File: config.mk
export PLATFORM = sky130hd
export DESIGN_NAME = laneswitch_arbiter
export DESIGN_NICKNAME = d
export VERILOG_FILES = /design/src/rtl/laneswitch_arbiter_pkg.sv /design/src/rtl/lsa_cycle_counter.sv /design/src/rtl/laneswitch_arbiter.sv
export SDC_FILE = /design/constraint.sdc
export NUM_CORES = 1
export LEC_CHECK = 0
export BUFFER_PORTS_ARGS = -buffer_cell sky130_fd_sc_hd__buf_2
export CORE_ASPECT_RATIO = 1.1
export CORE_MARGIN = 3
export CORE_UTILIZATION = 45
export CTS_BUF_LIST = sky130_fd_sc_hd__clkbuf_4
export CTS_CLUSTER_DIAMETER = 150
export DETAILED_ROUTE_END_ITERATION = 8
export MAX_ROUTING_LAYER = met4
export PLACE_DENSITY_LB_ADDON = 0.12
export SLEW_MARGIN = 20
export SYNTH_ARGS = -nofsm -noshare
export SYNTH_HDL_FRONTEND = slang
export SYNTH_SLANG_ARGS = --single-unit
export TNS_END_PERCENT = 30
File: constraint.sdc
create_clock -name clk -period 2.19 [get_ports clk]
set_clock_uncertainty 0.15 [all_clocks]
set_input_delay 0.219 -clock clk [delete_from_list [all_inputs] [get_ports clk]]
set_output_delay 0.219 -clock clk [all_outputs]
set_load 0.02 [all_outputs]
File: src/rtl/laneswitch_arbiter_pkg.sv
// Shared types for the lane-switch arbiter: FSM state encoding, lane ids and lane mask helper.
package laneswitch_arbiter_pkg;

  typedef enum logic [2:0] {
    ST_IDLE   = 3'd0,
    ST_GRANT  = 3'd1,
    ST_DRAIN  = 3'd2,
    ST_SWAP   = 3'd3,
    ST_SETTLE = 3'd4
  } state_e;

  localparam logic LANE0 = 1'b0;
  localparam logic LANE1 = 1'b1;

  function automatic logic [1:0] lane_mask(input logic lane);
    return (lane == LANE1) ? 2'b10 : 2'b01;
  endfunction

endpackage

File: src/rtl/lsa_cycle_counter.sv
// Clear/enable cycle counter; `last` flags the TERMINAL-th consecutive enabled cycle.
// Combinational compare on the registered count, no handshake or backpressure.
module lsa_cycle_counter
  import laneswitch_arbiter_pkg::*;
#(
  parameter int TERMINAL = 2,
  parameter int WIDTH    = $clog2(TERMINAL + 1)
) (
  input  logic clk,
  input  logic reset_n,
  input  logic clr,
  input  logic en,
  output logic last
);

  localparam logic [WIDTH-1:0] TC_M1 = WIDTH'(TERMINAL - 1);

  logic [WIDTH-1:0] cnt;

  assign last = en && !clr && (cnt == TC_M1);

  always_ff @(posedge clk or negedge reset_n) begin
    if (!reset_n) begin
      cnt <= '0;
    end else if (clr) begin
      cnt <= '0;
    end else if (en) begin
      cnt <= cnt + WIDTH'(1);
    end
  end

endmodule

File: src/rtl/laneswitch_arbiter.sv
// Grants the shared buffer to one lane, drains, flips the lane mux and lets it settle before re-grant.
// Registered outputs; re-grant 1 cycle for the owner, 2+SETTLE_CYCLES after a swap; lanes wait on grant.
module laneswitch_arbiter
  import laneswitch_arbiter_pkg::*;
#(
  parameter logic INIT_OWNER    = LANE0,
  parameter int   DRAIN_CYCLES  = 2,
  parameter int   SETTLE_CYCLES = 1,
  parameter int   DRAIN_TIMEOUT = 256,
  parameter int   CNT_WIDTH     = 16
) (
  input  logic                 clk,
  input  logic                 reset_n,
  input  logic [1:0]           req,
  input  logic [1:0]           rel,
  output logic [1:0]           grant,
  output logic                 switch,
  input  logic                 mem_active,
  input  logic                 mem_fault,
  output logic                 busy,
  output logic                 error,
  output logic [CNT_WIDTH-1:0] swap_count
);

  state_e     state;
  logic       other;
  logic [1:0] own_mask;
  logic       in_drain;
  logic       in_settle;
  logic       rel_ok;
  logic       rel_bad;
  logic       quiet_done;
  logic       drain_expired;
  logic       drain_abort;
  logic       settle_done;
  logic       err_evt;

  // The owner is whatever lane the mux currently points at.
  assign other     = ~switch;
  assign own_mask  = lane_mask(switch);
  assign in_drain  = (state == ST_DRAIN);
  assign in_settle = (state == ST_SETTLE);

  // Only a lone release from the granted owner ends ownership; anything else is a protocol error.
  assign rel_ok  = (state == ST_GRANT) && (rel == own_mask);
  assign rel_bad = (rel != 2'b00) && !rel_ok;

  assign drain_abort = drain_expired && !quiet_done;

  assign err_evt = mem_fault
                || (mem_active && ((state == ST_SWAP) || in_settle))
                || rel_bad
                || drain_abort;

  lsa_cycle_counter #(.TERMINAL(DRAIN_CYCLES)) u_quiet (
    .clk     (clk),
    .reset_n (reset_n),
    .clr     (!in_drain || mem_active),
    .en      (in_drain),
    .last    (quiet_done)
  );

  // Fires on the first DRAIN cycle beyond the allowed budget.
  lsa_cycle_counter #(.TERMINAL(DRAIN_TIMEOUT + 1)) u_drain_to (
    .clk     (clk),
    .reset_n (reset_n),
    .clr     (!in_drain),
    .en      (in_drain),
    .last    (drain_expired)
  );

  lsa_cycle_counter #(.TERMINAL(SETTLE_CYCLES)) u_settle (
    .clk     (clk),
    .reset_n (reset_n),
    .clr     (!in_settle),
    .en      (in_settle),
    .last    (settle_done)
  );

  always_ff @(posedge clk or negedge reset_n) begin
    if (!reset_n) begin
      state      <= ST_IDLE;
      grant      <= 2'b00;
      switch     <= INIT_OWNER;
      busy       <= 1'b0;
      swap_count <= '0;
    end else begin
      case (state)
        ST_IDLE: begin
          // Non-owner wins a tie so the two lanes alternate.
          if (req[other]) begin
            state <= ST_SWAP;
            busy  <= 1'b1;
          end else if (req[switch]) begin
            state <= ST_GRANT;
            grant <= own_mask;
            busy  <= 1'b1;
          end
        end
        ST_GRANT: begin
          if (rel_ok) begin
            state <= ST_DRAIN;
            grant <= 2'b00;
          end
        end
        ST_DRAIN: begin
          if (quiet_done) begin
            if (req[other]) begin
              state <= ST_SWAP;
            end else begin
              state <= ST_IDLE;
              busy  <= 1'b0;
            end
          end else if (drain_abort) begin
            state <= ST_IDLE;
            busy  <= 1'b0;
          end
        end
        ST_SWAP: begin
          state      <= ST_SETTLE;
          switch     <= other;
          swap_count <= swap_count + CNT_WIDTH'(1);
        end
        ST_SETTLE: begin
          if (settle_done) begin
            if (req[switch]) begin
              state <= ST_GRANT;
              grant <= own_mask;
            end else begin
              state <= ST_IDLE;
              busy  <= 1'b0;
            end
          end
        end
        default: begin
          state <= ST_IDLE;
          grant <= 2'b00;
          busy  <= 1'b0;
        end
      endcase
    end
  end

  always_ff @(posedge clk or negedge reset_n) begin
    if (!reset_n) begin
      error <= 1'b0;
    end else if (err_evt) begin
      error <= 1'b1;
    end
  end

endmodule

==> After elaboration in Yosys (flattened, before gate mapping) <==
Index checks and enable logic that the tools add are counted.
{ "op_classes": {"add_sub_neg": 4, "multipliers": 0, "div": 0, "order_cmp": 2, "n_eq_ne": 14, "n_shift": 0, "mux": 31, "bitwise_logic": 4, "reduce_logical": 25} }
{ "op_table": {"columns": ["cell", "n"], "rows": [
  ["$mux W3", 6],
  ["$add A16 B1 Y16 const B", 1],
  ["$mux W2", 8],
  ["$pmux W3 S5", 1],
  ["$mux W1", 13],
  ["$add A9 B1 Y9 const B", 1],
  ["$eq A9 B9 Y1 const B", 1],
  ["$mux W9", 1],
  ["$logic_and A1 B1 Y1", 8],
  ["$pmux W2 S4", 1],
  ["$reduce_and A4 Y1", 2],
  ["$eq A3 B2 Y1 const B", 2],
  ["$ne A2 B2 Y1 const B", 3],
  ["$ne A3 B3 Y1 const B", 2],
  ["$reduce_and A6 Y1", 1],
  ["$logic_or A1 B1 Y1", 5],
  ["$logic_not A1 Y1", 4],
  ["$lt A1 B2 Y1 const B", 2],
  ["$not A1 Y1", 4],
  ["$pmux W1 S4", 1],
  ["$reduce_bool A2 Y1", 2],
  ["$reduce_or A2 Y1", 2],
  ["$eq A3 B1 Y1 const B", 1],
  ["$eq A3 B3 Y1 const B", 1],
  ["7 further kinds", 7]
]} }
{ "totals": {"reg_bits": 36, "latch_bits": 0, "ramBits": 0, "mem_bits_ro": 0, "in_bits": 8, "out_inout_bits": 21, "elab_cells": 89, "memories": 0} }

==> Logic depth before layout (Yosys ltp) <==
Gate-level depths: netlist (run 1).
{ "depth": {"ltp_word": 11, "mapped_depth": 6} }

==> By module <==
A second synthesis (run 1) with hierarchy kept.
{ "unflattened": {"hier_cells": 185, "hier_area_um2": 1910.6} }
{ "by_module_without_submodules": {"columns": ["module", "n_inst", "cells_each", "area_per_inst_um2", "seq_area_each_um2"], "rows": [
  ["laneswitch_arbiter", 1, 124, 1285.0, 600.6],
  ["lsa_cycle_counter at u_drain_to", 1, 47, 483.0, 225.2],
  ["lsa_cycle_counter at u_quiet", 1, 10, 97.6, 50.0],
  ["lsa_cycle_counter at u_settle", 1, 4, 45.0, 25.0]
]} }

==> Worst setup path after synthesis (run 1) <==
No wires, ideal clock.
{ "synth_timing": {"kind": "reg-to-reg", "startpoint": "register switch", "endpoint": "register grant[0]", "setup_ns": 0.125, "arrival_ns": 1.710, "setup_slack_ns": 0.205, "path_stages_with_launch": 6, "n_path_buf": 1, "period_less_slack_ns": 1.985, "path_cell_list": "dfrtp_1 > buf_6 > mux2_4 > a21o_1 > a221o_1 > mux2_4"} }
{ "synth_via": {"elab_chain_len": 5, "elab_cells_between_ends": 14, "classes_between": "eq/ne (3); mux (9); reduce/logical (2)"} }
{ "synth_rtl": {"columns": ["element", "line_no", "rtl"], "rows": [
  ["from (decl)", "laneswitch_arbiter.sv:17", "output logic switch,"],
  ["from (signal assigned)", "laneswitch_arbiter.sv:121", "switch <= other;"],
  ["$mux W1 (implied by the code) or $mux W2 (tied branches)", "laneswitch_arbiter.sv:94, laneswitch_arbiter.sv:126, laneswitch_arbiter_pkg.sv:16", null],
  ["$mux W1 (implied by the code) or $eq A2 B2 Y1 (tied branches)", "laneswitch_arbiter.sv:94, laneswitch_arbiter.sv:126, laneswitch_arbiter.sv:45", null],
  ["$mux W2 or $logic_and A1 B1 Y1 (tied branches)", "laneswitch_arbiter.sv:94, laneswitch_arbiter.sv:126, laneswitch_arbiter.sv:45", null],
  ["$mux W2 (tied with other cells)", "laneswitch_arbiter.sv:125", "if (settle_done) begin"],
  ["$pmux W2 S4 or $reduce_and A4 Y1 (tied branches)", null, null],
  ["to (signal assigned)", "laneswitch_arbiter.sv:96", "grant <= own_mask;"],
  ["to (signal assigned)", "laneswitch_arbiter.sv:128", "grant <= own_mask;"],
  ["to (decl)", "laneswitch_arbiter.sv:16", "output logic [1:0] grant,"]
]} }
Parallel ways exist; a longest one is shown, timed or not. The select of a mux whose other input is x is not followed.
A chain may end at the register's enable or synchronous reset.

==> Worst setup path in the final report (run 1) <==
{ "layout_timing": {"startpoint": "register u_drain_to.cnt[0]", "endpoint": "register busy"} }
{ "layout_via": {"elab_chain_len": 5} }
{ "layout_rtl": {"columns": ["element", "line_no", "rtl"], "rows": [
  ["from (decl)", "lsa_cycle_counter.sv:18", "logic [WIDTH-1:0] cnt;"],
  ["from (signal assigned)", "lsa_cycle_counter.sv:28", "cnt <= cnt + WIDTH'(1);"],
  ["$eq A9 B9 Y1", "lsa_cycle_counter.sv:20", "assign last = en && !clr && (cnt == TC_M1);"],
  ["$logic_and A1 B1 Y1", "lsa_cycle_counter.sv:20", null],
  ["$logic_and A1 B1 Y1", "laneswitch_arbiter.sv:48", "assign drain_abort = drain_expired && !quiet_done;"],
  ["$ne A3 B1 Y1 (no line)", null, null],
  ["$reduce_and A6 Y1 (no line)", null, null],
  ["to (signal assigned)", "laneswitch_arbiter.sv:85", "busy <= 1'b0;"],
  ["to (signal assigned)", "laneswitch_arbiter.sv:93", "busy <= 1'b1;"],
  ["to (signal assigned)", "laneswitch_arbiter.sv:97", "busy <= 1'b1;"],
  ["to (decl)", "laneswitch_arbiter.sv:20", "output logic busy,"]
]} }
No other way between the ends.

==> results by stage, run 1 <==
Clock tree:
- The clock passes through at most 2 buffers.
- The clock buffer count from CTS is 5.
- The post-CTS clock slew at the launch and capture registers of the worst setup and hold paths is 0.10 ns.
- The H-tree was split into 2 levels.
- The clock tree from TritonCTS is built.
- The CTS sink count is 36.
- The clock latency reported for the late side of the worst-skew pair is 0.33 ns.
- Once the clock tree was built, the setup fixing pass inserted 0 buffers.
- The tree is rooted in a sky130_fd_sc_hd__clkbuf_4.
- The count of instances resized after the clock tree is built is 0.
- The quantity of hold-fixing buffers added after cts is 3.

Setup path:
- The launching element of the worst setup path is u_drain_to.cnt[0].
- Of all nets on the critical path, the largest fanout is 4.
- The cell with the largest stage delay on the worst path is sky130_fd_sc_hd__dfrtp_1.
- The critical path arrival is 2.08 ns.
- The source of the worst register-to-register timing path is u_drain_to.cnt[0].
- The destination of the worst register-to-register timing path is busy.
- Among cell families on the critical path, the largest total delay comes from compound AO/OA/AOI/OAI gates.
- STA classifies the critical path startpoint as a register.
- The worst stage delay on the critical path is 0.43 ns.
- The type of destination of the critical path is a register.
- The worst setup path category is register to register.
- The worst register-to-register path has a depth of 6.
- Traced cell by cell, the critical path runs through inv_1 > ha_1 > nor4bb_1 > a211oi_2 > o32a_1 > o22ai_1.
- The required arrival time at the worst endpoint is 2.30 ns.
- The setup check on the worst reg-to-reg path leaves a slack of 0.22 ns.
- Counting both buffers and inverters, the worst setup path holds a total of 1.
- The critical path crosses 6 cells after its start point.
- In this run the worst setup path terminates at busy.

STA:
- At the pin with the least slew margin, the transition time is 0.789 ns.
- The max-slew violation total from the final report is 0.
- Setup repair after global routing left no endpoint under its margin.
- The remaining max-slew budget at the tightest pin is 47.4%.
- The final count of hold timing violations is 0.
- The worst path uses 90.1% of the clock period.
- The setup TNS after final layout is 0 ns.
- The final-layout worst hold slack is 0.0303 ns.
- The final-report setup violation count is 0.
- The minimum period implied by the final worst setup slack is 1.97 ns.
- Static timing analysis puts the maximum clock frequency at 507 MHz.

Synthesis:
- The post-synthesis cell area is 0.00177 mm^2.
- The net count of the mapped netlist is 180.
- In the post-synthesis netlist, the biggest area contributors are sky130_fd_sc_hd__dfrtp_1, sky130_fd_sc_hd__xnor2_1, sky130_fd_sc_hd__xor2_1.
- The biggest area contributor in the post-synthesis netlist is sky130_fd_sc_hd__dfrtp_1.
- The number of storage elements in the synthesis netlist is 36.
- After synthesis, the most frequently instantiated cells are sky130_fd_sc_hd__dfrtp_1, sky130_fd_sc_hd__nor2_1, sky130_fd_sc_hd__xnor2_1.
- The synthesized area per cell is 10.6 um^2.
- During synthesis, Yosys emitted a total of 0 warnings.
- The number of different library cells used by synthesis comes to 43.
- In the synthesized netlist, the number of instances is 168.
- The cell with the most instances after synthesis is sky130_fd_sc_hd__dfrtp_1.
- The share of async-settable or async-resettable flops after synthesis is 100%.
- The most used flip-flop cell after synthesis is sky130_fd_sc_hd__dfrtp_1.
- The fraction of synthesized cell area taken by the top area cell type is 50.8%.
- Sequential cells were found to cover 50.8% of the synthesized design area.
- Counting flops with a built-in enable in the synthesized netlist gives 0.

Detailed routing:
- Dividing the detail-routed wire length by the instance count gives 13.4 um.
- The via total after detailed routing is 1334.
- The routed wire length is 3420 um.
- The count of nets left with antenna violations once routing finished came out at 0.
- The initial detailed-routing violation count is 87.
- The via density per instance is 5.21.
- Before antenna repair, the detailed router went through 4 iterations.
- The remaining routing DRC violations is 0.

Floorplanning:
- Once the floorplan was initialized, standard cells occupied 47.8% of the core.
- The horizontal die dimension is 65.9 um.
- The die covers 0.00473 mm^2.
- The floorplan has 23 rows.
- Measured along the y axis, the die boundary spans 71.9 um.
- The area of the core is 0.00371 mm^2.
- The boundary pin count is 29.

Layout:
- The fill cell instance count of the final layout is 322.
- The number of nets in the layout is 217.
- 0 antenna diodes ended up in the layout.
- The end-of-flow core utilization is 56.2%.
- The proportion of layout cells with a drive suffix above 1 is 22.3%.
- Compared with the post-synthesis result, the final layout area differs by 17.5%.

Placed design:
- Input and output buffers added on the ports amount to 28.
- The routability congestion estimate is 0.958.
- The HPWL after detailed placement is 2500 um.

Global route:
- In the global route stage, overall resource usage came out at 17.3%.
- The largest net degree at the start of global routing is 37.
- The number of antenna violations at the first check in global routing was 0.
- The number of global-route vias before repair was 1339.
- Summed over all layers, the global routing overflow is 0.
- The first global-routing pass estimated 6090 um of wire.

Pwr:
- The worst-case IR drop observed on VDD is 0.000619 V.
- Dividing total power by cell area gives a power density of 1080 mW/mm^2.
- The reported leakage power is 0.00103 uW.

Job:
- The max-cap check violation count is 0.

Status:
- The flow ran to the end, and the final reports show no timing, DRC or antenna violations.

Hold path:
- In this run the worst hold path is classified as input pin to register.
placed cells by master, fill, tap and decap left out, drive strengths merged, types with 2 or more instances in the layout:
| master | instances |
|---|---|
| xor2 | 10 |
| or2 | 2 |
| mux2 | 3 |
| o211ai | 2 |
| clkinv | 2 |
| ha | 4 |
| inv | 9 |
| clkbuf | 5 |
| o22ai | 2 |
| dfrtp | 36 |
| and3 | 6 |
| nand2 | 11 |
| nor2 | 16 |
| and3b | 2 |
| buf | 32 |
| a21oi | 4 |
| o21ai | 2 |
| a211oi | 2 |
| nor3 | 6 |
| mux2i | 2 |
| dlygate4sd3 | 3 |
| xnor2 | 13 |
| nand3 | 10 |
| or3b | 2 |
| nand4 | 2 |
| and4 | 2 |
kinds of logic after synthesis:
logic type,share of synthesized area [%]
AO/OA/AOI/OAI,8.32
flip-flops,50.8
buffers and inverters,3.46
multiplexers,3.46
adder cells (fa/ha/maj),2.82
XOR/XNOR,11.4
AND/OR/NAND/NOR,19.8
worst reg2reg max path, stage by stage, from the launching register on:
cell and delay (ns):
sky130_fd_sc_hd__dfrtp_1 0.43, sky130_fd_sc_hd__inv_1 0.08, sky130_fd_sc_hd__ha_1 0.13, sky130_fd_sc_hd__nor4bb_1 0.42, sky130_fd_sc_hd__a211oi_2 0.20, sky130_fd_sc_hd__o32a_1 0.36, sky130_fd_sc_hd__o22ai_1 0.15
per-stage QoR:
stage	power (uW)	worst slack [ns]	instances	cell area, um^2
2_1_floorplan	1570	0.205	168	1770
3_3_place_gp	1780	0.271	245	1980
3_5_place_dp	1800	0.258	245	1980
4_1_cts	2270	0.231	256	2080
5_1_grt	2410	0.0847	256	2080
6_report	2240	0.218	256	2080
per-layer routing:
| metal | vias to the layer above | track usage (%) | wire length (um) |
|---|---|---|---|
| met2 | 37 | 27.3 | 1680 |
| met5 | - | - | 0 |
| met1 | 638 | 20.6 | 1510 |
| met3 | 7 | 5.64 | 186 |
| li1 | 652 | - | - |
| met4 | 0 | 5.99 | 51 |
state kept, by name, indices dropped and copies added, names as in the netlist:
name,cells
state,3
swap_count,16
u_settle.cnt,1
grant,2
switch,1
u_quiet.cnt,2
u_drain_to.cnt,9
busy,1
error,1
final cells by class:
type | instances | area [um^2] | share of cell area, %
inverters | 9 | 33.8 | 1.62
repair buffers | 35 | 200 | 9.60
multi-input cells | 118 | 812 | 39.0
clock buffers | 5 | 37.5 | 1.80
clock inverters | 3 | 37.5 | 1.80
well taps | 50 | 62.6 | 3.00
flip-flops and latches | 36 | 901 | 43.2
report_power, final:
part           switching (uW)  internal (uW)  leakage [uW]
registers                 144            792      0.000479
logic                     474            383      0.000509
clock network             218            233     0.0000403
worst min path at each step:
stage,cells past startpoint,to,slack [ns],startpoint
global placement,1,u_drain_to.cnt[7],0.19,reset_n
global route,3,error,0.02,rel[1]
finish,3,error,0.03,rel[1]
detailed placement,1,u_drain_to.cnt[5],0.21,reset_n
CTS,3,error,0.01,rel[1]
floorplan,0,busy,-0.23,reset_n
Note: power is estimated with default switching activity, not from simulation.
==> run 2: changes to the inputs <==
--- a/config.mk
+++ b/config.mk
@@ -14,6 +14,7 @@
 export DETAILED_ROUTE_END_ITERATION = 8
 export MAX_ROUTING_LAYER = met4
 export PLACE_DENSITY_LB_ADDON = 0.12
+export RECOVER_POWER = 25
 export SLEW_MARGIN = 20
 export SYNTH_ARGS = -nofsm -noshare
 export SYNTH_HDL_FRONTEND = slang
==> results by stage, run 2 (same netlist as run 1, synthesis figures left out) <==
Setup path:
- Among all stages on the critical path, the largest delay is contributed by sky130_fd_sc_hd__dfrtp_1.
- Traced cell by cell, the critical path runs through inv_1 > ha_1 > nor4bb_1 > a211oi_2 > o32a_1 > o22ai_1.
- The worst-path maximum fanout is 4 (unchanged).
- The launching element of the worst setup path is u_drain_to.cnt[0].
- The source of the worst register-to-register timing path is u_drain_to.cnt[0].
- Following the worst setup path forward leads to its endpoint at busy.
- The destination of the worst register-to-register timing path is busy.
- The worst stage delay on the critical path was 0.43 ns (about the same).
- The worst setup path category is register to register.
- The number of cells traversed by the worst register-to-register path is 6 (unchanged).
- STA classifies the critical path endpoint as a register.
- The critical path arrival is 2.08 ns (about the same).
- STA classifies the critical path startpoint as a register.
- The required arrival time at the worst endpoint came to 2.30 ns (about the same).
- The worst setup slack for register-to-register paths was 0.22 ns (about the same).

Pwr:
- The total chip power is 2240 uW (about the same).
- The worst voltage drop across the vdd grid is 0.000619 V (about the same).
- The fraction of power consumed by sequential logic is 41.7% (about the same).
- The clock share of power was 20.1% (about the same).
- The internal power contribution came to 1410 uW (about the same).
- The power density relative to cell area is 1080 mW/mm^2 (about the same).
- The reported leakage power is 0.00103 uW (about the same).
- The share of power burned in combinational logic was 38.2% (about the same).
- The reported net switching power is 835 uW (about the same).
- The fraction of power spent switching nets is 37.2% (about the same).

Layout:
- The flip-flop count of the largest register, all copies and words added is 16 (unchanged).
- The proportion of layout cells with a drive suffix above 1 is 22.3% (unchanged).
- The area overhead of the layout relative to synthesis came to 17.5% (unchanged).
- The register ranked first by flip-flop count is swap_count.
- The antenna diode count was 0 (unchanged).
- The most common library cell in the layout ignoring fill and taps is sky130_fd_sc_hd__dfrtp_1.
- In the final layout, the registers with the most flip-flops are swap_count (16), u_drain_to.cnt (9), state (3).
- The total non-filler cell area in the finished layout is 0.00208 mm^2 (unchanged).
- Leaving out fill and tap cells, the most frequent cells in the layout are sky130_fd_sc_hd__dfrtp_1, sky130_fd_sc_hd__buf_2, sky130_fd_sc_hd__nor2_1, sky130_fd_sc_hd__xnor2_1, sky130_fd_sc_hd__nand2_1.
- The number of nets in the layout is 217 (unchanged).

Floorplanning:
- The total die area is 0.00473 mm^2 (unchanged).
- The boundary pin count came to 29 (unchanged).
- The effective utilization at floorplan is 47.8% (unchanged).
- The placement row count came to 23 (unchanged).
- The area of the core is 0.00371 mm^2 (unchanged).
- The horizontal die dimension is 65.9 um (unchanged).
- The die height came to 71.9 um (unchanged).

Job:
- The max-cap check violation count came to 0 (unchanged).

Detailed routing:
- The initial detailed-routing violation count is 87 (unchanged).
- The remaining routing DRC violations is 0 (unchanged).
- The first-pass detailed-route iteration total came to 4 (unchanged).
- The via density per instance was 5.21 (unchanged).
- The routed wire length is 3420 um (unchanged).
- The average routed wire per standard cell is 13.4 um (unchanged).
- The post-detailed-route count of antenna-violating nets was 0 (unchanged).
- The via total after detailed routing was 1334 (unchanged).

Clock tree:
- The post-CTS clock slew at the launch and capture registers of the worst setup and hold paths is 0.10 ns (about the same).
- CTS placed an instance of sky130_fd_sc_hd__clkbuf_4 at the clock tree root.
- The clock buffer count from CTS is 5 (unchanged).
- The number of setup buffers added after CTS is 0 (unchanged).
- The CTS sink count is 36 (unchanged).
- The quantity of hold-fixing buffers added after cts is 3 (unchanged).
- The clock tree from TritonCTS is built.
- The clock latency reported for the late side of the worst-skew pair is 0.33 ns (about the same).
- The maximum buffer depth of the clock tree was 2 (unchanged).
- The H-tree depth reported by CTS is 2 (unchanged).
- The count of instances resized after the clock tree is built came to 0 (unchanged).

Global route:
- The number of antenna violations at the first check in global routing is 0 (unchanged).
- The total congestion overflow is 0 (unchanged).
- The number of global-route vias before repair came to 1339 (unchanged).
- The largest net degree at the start of global routing is 37 (unchanged).
- The global-route wire length before repair is 6090 um (unchanged).
- The overall global routing resource usage is 17.3% (unchanged).

STA:
- The final-layout worst hold slack is 0.0303 ns (unchanged).
- The worst-margin pin slew is 0.882 ns (+0.0931 ns).
- The remaining max-slew budget at the tightest pin came to 41.2% (-6.2 points).
- The minimum period implied by the final worst setup slack came to 1.97 ns (unchanged).
- The minimum setup slack in the final design is 0.218 ns (unchanged).
- The top achievable clock speed was 507 MHz (unchanged).
- Setup repair after global routing left no endpoint under its margin.
- The max-slew violation total from the final report is 0 (unchanged).
- The final-report setup violation count is 0 (unchanged).
- The final worst-path cycle share is 90.1% (unchanged).
- The setup TNS after final layout is 0 ns (unchanged).
- The final count of hold timing violations was 0 (unchanged).

Hold path:
- The tightest min-delay check is of the input pin to register type.

Placed design:
- The routability congestion estimate is 0.958 (unchanged).
- The count of input and output buffers is 28 (unchanged).
- The cell area after placement is 0.00198 mm^2 (unchanged).
- The minimum setup slack after placement is 0.258 ns (unchanged).
- The half-perimeter wire length of the detailed placement result is 2500 um (unchanged).

Status:
- The run finished with clean final reports.
run 2: changes by cell type in the layout (fill, tap and decap cells not counted), sizes merged:
cell / delta
clkbuf: +1
buf: -1
run 2: power groups by stage:
stage | clock, uW | combinational (uW) | sequential, uW
floorplan | 0 | 594 | 973
global placement | 0 | 843 | 938
detailed placement | 0 | 851 | 951
CTS | 468 | 868 | 937
global route | 501 | 944 | 967
finish | 451 | 856 | 936
run 2: per-layer routing:
| metal | share of wire, % | routed length, um | GRT usage, % | up-vias |
|---|---|---|---|---|
| met3 | 5.4 | 186 | 5.64 | 7 |
| met2 | 49 | 1680 | 27.3 | 37 |
| met1 | 44 | 1510 | 20.6 | 638 |
| met5 | 0 | 0 | - | - |
| li1 | - | - | - | 652 |
| met4 | 1.5 | 51 | 5.99 | 0 |
run 2: area by class of cell:
cell class / instances / area [um^2]
repair buffers: 35 / 200
fillers: 322 / 1630
multi-input cells: 118 / 812
clock buffers: 5 / 37.5
flip-flops and latches: 36 / 901
inverters: 9 / 33.8
well taps: 50 / 62.6
clock inverters: 3 / 37.5
run 2: critical path: cells and delay by family (launching register included):
| family | cells | cell delay, ns |
|---|---|---|
| AOI/OAI and AO/OA | 3 | 0.71 |
| adders and majority gates | 1 | 0.13 |
| buffers and inverters | 1 | 0.07 |
| DFF | 1 | 0.43 |
| and+or+nand+nor | 1 | 0.42 |
run 2: worst min-delay path by stage:
stage / startpoint / end / slack (ns) / depth (start not counted)
finish: rel[1] / error / 0.03 / 3
floorplan: reset_n / busy / -0.23 / 0
global placement: reset_n / u_drain_to.cnt[7] / 0.19 / 1
detailed placement: reset_n / u_drain_to.cnt[5] / 0.21 / 1
global route: rel[1] / error / 0.02 / 3
CTS: rel[1] / error / 0.01 / 3
run 2: stage by stage:
step / util (%) / cells
2_1_floorplan: - / 168
3_3_place_gp: 53.3 / 245
3_5_place_dp: 53.3 / 245
4_1_cts: 56.2 / 256
5_1_grt: 56.2 / 256
6_report: 56.2 / 256
==> run 3: changes to the inputs <==
--- a/config.mk
+++ b/config.mk
@@ -15,6 +15,7 @@
 export MAX_ROUTING_LAYER = met4
 export PLACE_DENSITY_LB_ADDON = 0.12
 export RECOVER_POWER = 25
+export REMOVE_ABC_BUFFERS = 1
 export SLEW_MARGIN = 20
 export SYNTH_ARGS = -nofsm -noshare
 export SYNTH_HDL_FRONTEND = slang
==> results by stage, run 3 (same netlist as run 1, synthesis figures left out) <==
Status:
- The flow ran to the end, and the final reports show no timing, DRC or antenna violations.

Detailed routing:
- The routed wire length is 3520 um (+2.7%).
- The via density per instance is 5.15 (-1.1%).
- The first-pass detailed-route iteration total came to 4 (unchanged).
- The remaining routing DRC violations is 0 (unchanged).
- The post-detailed-route count of antenna-violating nets is 0 (unchanged).
- The average routed wire per standard cell came to 13.7 um (+2.3%).
- The via total after detailed routing is 1324 (-0.75%).
- The initial detailed-routing violation count is 58 (-33%).

STA:
- Setup repair after global routing left no endpoint under its margin.
- The max-slew violation total from the final report is 0 (unchanged).
- The minimum period implied by the final worst setup slack is 1.98 ns (+0.00505 ns).
- The worst-margin pin slew is 0.872 ns (-0.00998 ns).
- The final count of hold timing violations is 0 (unchanged).
- The final worst-path cycle share is 90.3% (+0.23 points).
- The remaining max-slew budget at the tightest pin is 41.9% (+0.67 points).
- The final-report setup violation count is 0 (unchanged).
- The top achievable clock speed is 506 MHz (-0.26%).
- The setup TNS after final layout is 0 ns (unchanged).

Layout:
- The flip-flop count of the largest register, all copies and words added came to 16 (unchanged).
- The library cells used most frequently in the layout, excluding fill and tap cells, are sky130_fd_sc_hd__dfrtp_1, sky130_fd_sc_hd__buf_2, sky130_fd_sc_hd__nor2_1, sky130_fd_sc_hd__xnor2_1, sky130_fd_sc_hd__nand2_1.
- The number of nets in the layout is 218 (+0.46%).
- The area overhead of the layout relative to synthesis is 18.3%.
- The register ranked first by flip-flop count is swap_count.
- In the final layout, the registers with the most flip-flops are swap_count (16), u_drain_to.cnt (9), state (3).
- The area occupied by registers came to 901 um^2 (unchanged).
- The most common library cell in the layout ignoring fill and taps is sky130_fd_sc_hd__dfrtp_1.
- The fill cell instance count of the final layout is 354 (+9.9%).
- The proportion of layout cells with a drive suffix above 1 is 23.2% (+0.86 points).
- The antenna diode count is 0 (unchanged).
- The end-of-flow core utilization is 56.6% (+0.40 points).
- The footprint of the multi-input gates is 812 um^2 (unchanged).

Setup path:
- The required arrival time at the worst endpoint is 2.28 ns (-0.02 ns).
- The number of cells traversed by the worst register-to-register path is 4 (-2).
- Among all stages on the critical path, the largest delay is contributed by sky130_fd_sc_hd__dfrtp_1.
- The worst setup slack for register-to-register paths came to 0.21 ns (about the same).
- The critical path is of the register to register type.
- The critical path arrival came to 2.07 ns (about the same).
- Traced cell by cell, the critical path runs through or3b_1 > nor3_2 > a221o_1 > mux2_4.
- The worst stage delay on the critical path came to 0.50 ns (+0.07 ns).
- The worst-path maximum fanout is 10 (+6).
- The worst setup path is launched from a register.
- The type of destination of the critical path is a register.

Clock tree:
- The H-tree depth reported by CTS is 2 (unchanged).
- The cell at the root of the clock tree is sky130_fd_sc_hd__clkbuf_4.
- The maximum buffer depth of the clock tree came to 2 (unchanged).
- The clock tree from TritonCTS is built.
- The CTS sink count is 36 (unchanged).
- The clock latency reported for the late side of the worst-skew pair is 0.34 ns (about the same).
- The number of setup buffers added after CTS is 0 (unchanged).
- The post-CTS clock slew at the launch and capture registers of the worst setup and hold paths is 0.12 ns (+0.02 ns).
- The clock buffer count from CTS is 5 (unchanged).

Floorplanning:
- The horizontal die dimension came to 65.9 um (unchanged).
- The die height is 71.9 um (unchanged).
- The boundary pin count is 29 (unchanged).
- The placement row count was 23 (unchanged).
- The area of the core is 0.00371 mm^2 (unchanged).
- The total die area came to 0.00473 mm^2 (unchanged).
- The effective utilization at floorplan is 47.8% (unchanged).

Placed design:
- The count of input and output buffers came to 28 (unchanged).
- The routability congestion estimate is 0.860 (-10%).
- The half-perimeter wire length of the detailed placement result is 2610 um (+4.2%).

Global route:
- The total congestion overflow is 0 (unchanged).
- The largest net degree at the start of global routing is 37 (unchanged).
- The number of antenna violations at the first check in global routing is 0 (unchanged).
- The number of global-route vias before repair was 1283 (-4.2%).
- The overall global routing resource usage is 16.9% (-0.35 points).
- The global-route wire length before repair is 5910 um (-2.9%).

Pwr:
- The reported leakage power is 0.00103 uW (+0.50%).
- The power density relative to cell area is 1070 mW/mm^2 (-0.30%).
- The worst voltage drop across the vdd grid is 0.000547 V (-12%).

Job:
- The max-cap check violation count is 0 (unchanged).

Hold path:
- The hold path depth was 3 (unchanged).
- The class of the most critical hold timing path is input pin to register.
-- run 3: per-stage QoR --
step | instance area [um^2] | total power, uW | hold WS (ns) | setup slack (ns) | cells
2_1_floorplan | 1750 | 1520 | -0.227 | 0.193 | 163
3_3_place_gp | 1980 | 1790 | 0.193 | 0.277 | 245
3_5_place_dp | 1980 | 1800 | 0.198 | 0.230 | 245
4_1_cts | 2100 | 2280 | 0.00364 | 0.224 | 257
5_1_grt | 2100 | 2420 | 0.0264 | 0.126 | 257
6_report | 2100 | 2250 | 0.0236 | 0.213 | 257
-- run 3: area by class of cell --
cell class,instances,area share (%)
Clock buffer,5,1.79
Clock inverter,3,2.03
Timing Repair Buffer,36,10.0
Inverter,9,1.61
Tap cell,50,2.98
Multi-Input combinational cell,118,38.7
Sequential cell,36,42.9
-- run 3: worst paths after layout --
path,startpoint,to
max,state[2],grant[0]
min reg2reg,u_quiet.cnt[0],u_quiet.cnt[0]
min,rel[0],error
min in group asynchronous,reset_n,swap_count[13]
max reg2reg,state[2],grant[0]
max in group asynchronous,reset_n,swap_count[0]
-- run 3: layer usage --
layer	global-route usage (%)	share of wire [%]	routed length [um]
met5	-	0	0
met3	5.33	5.0	174
met1	21.1	46	1630
met2	25.7	47	1650
met4	6.22	1.6	55
-- run 3: power breakdown --
part           switching [uW]  internal (uW)  total, uW
Clock                     226            238        464
Combinational             460            383        843
Sequential                153            792        945
-- run 3: timing repair --
item | in CTS | in global routing
setup endpoints to repair | 0 | 0
endpoints found under the hold margin | 39 | 0
hold buffers | 4 | 0
resized for setup | 0 | 0
-- run 3: critical path, delay by kind of cell, from the launching register on --
kind	cells	cell delay (ns)
DFF	1	0.50
muxes	1	0.31
and+or+nand+nor	2	0.72
AOI/OAI and AO/OA	1	0.21
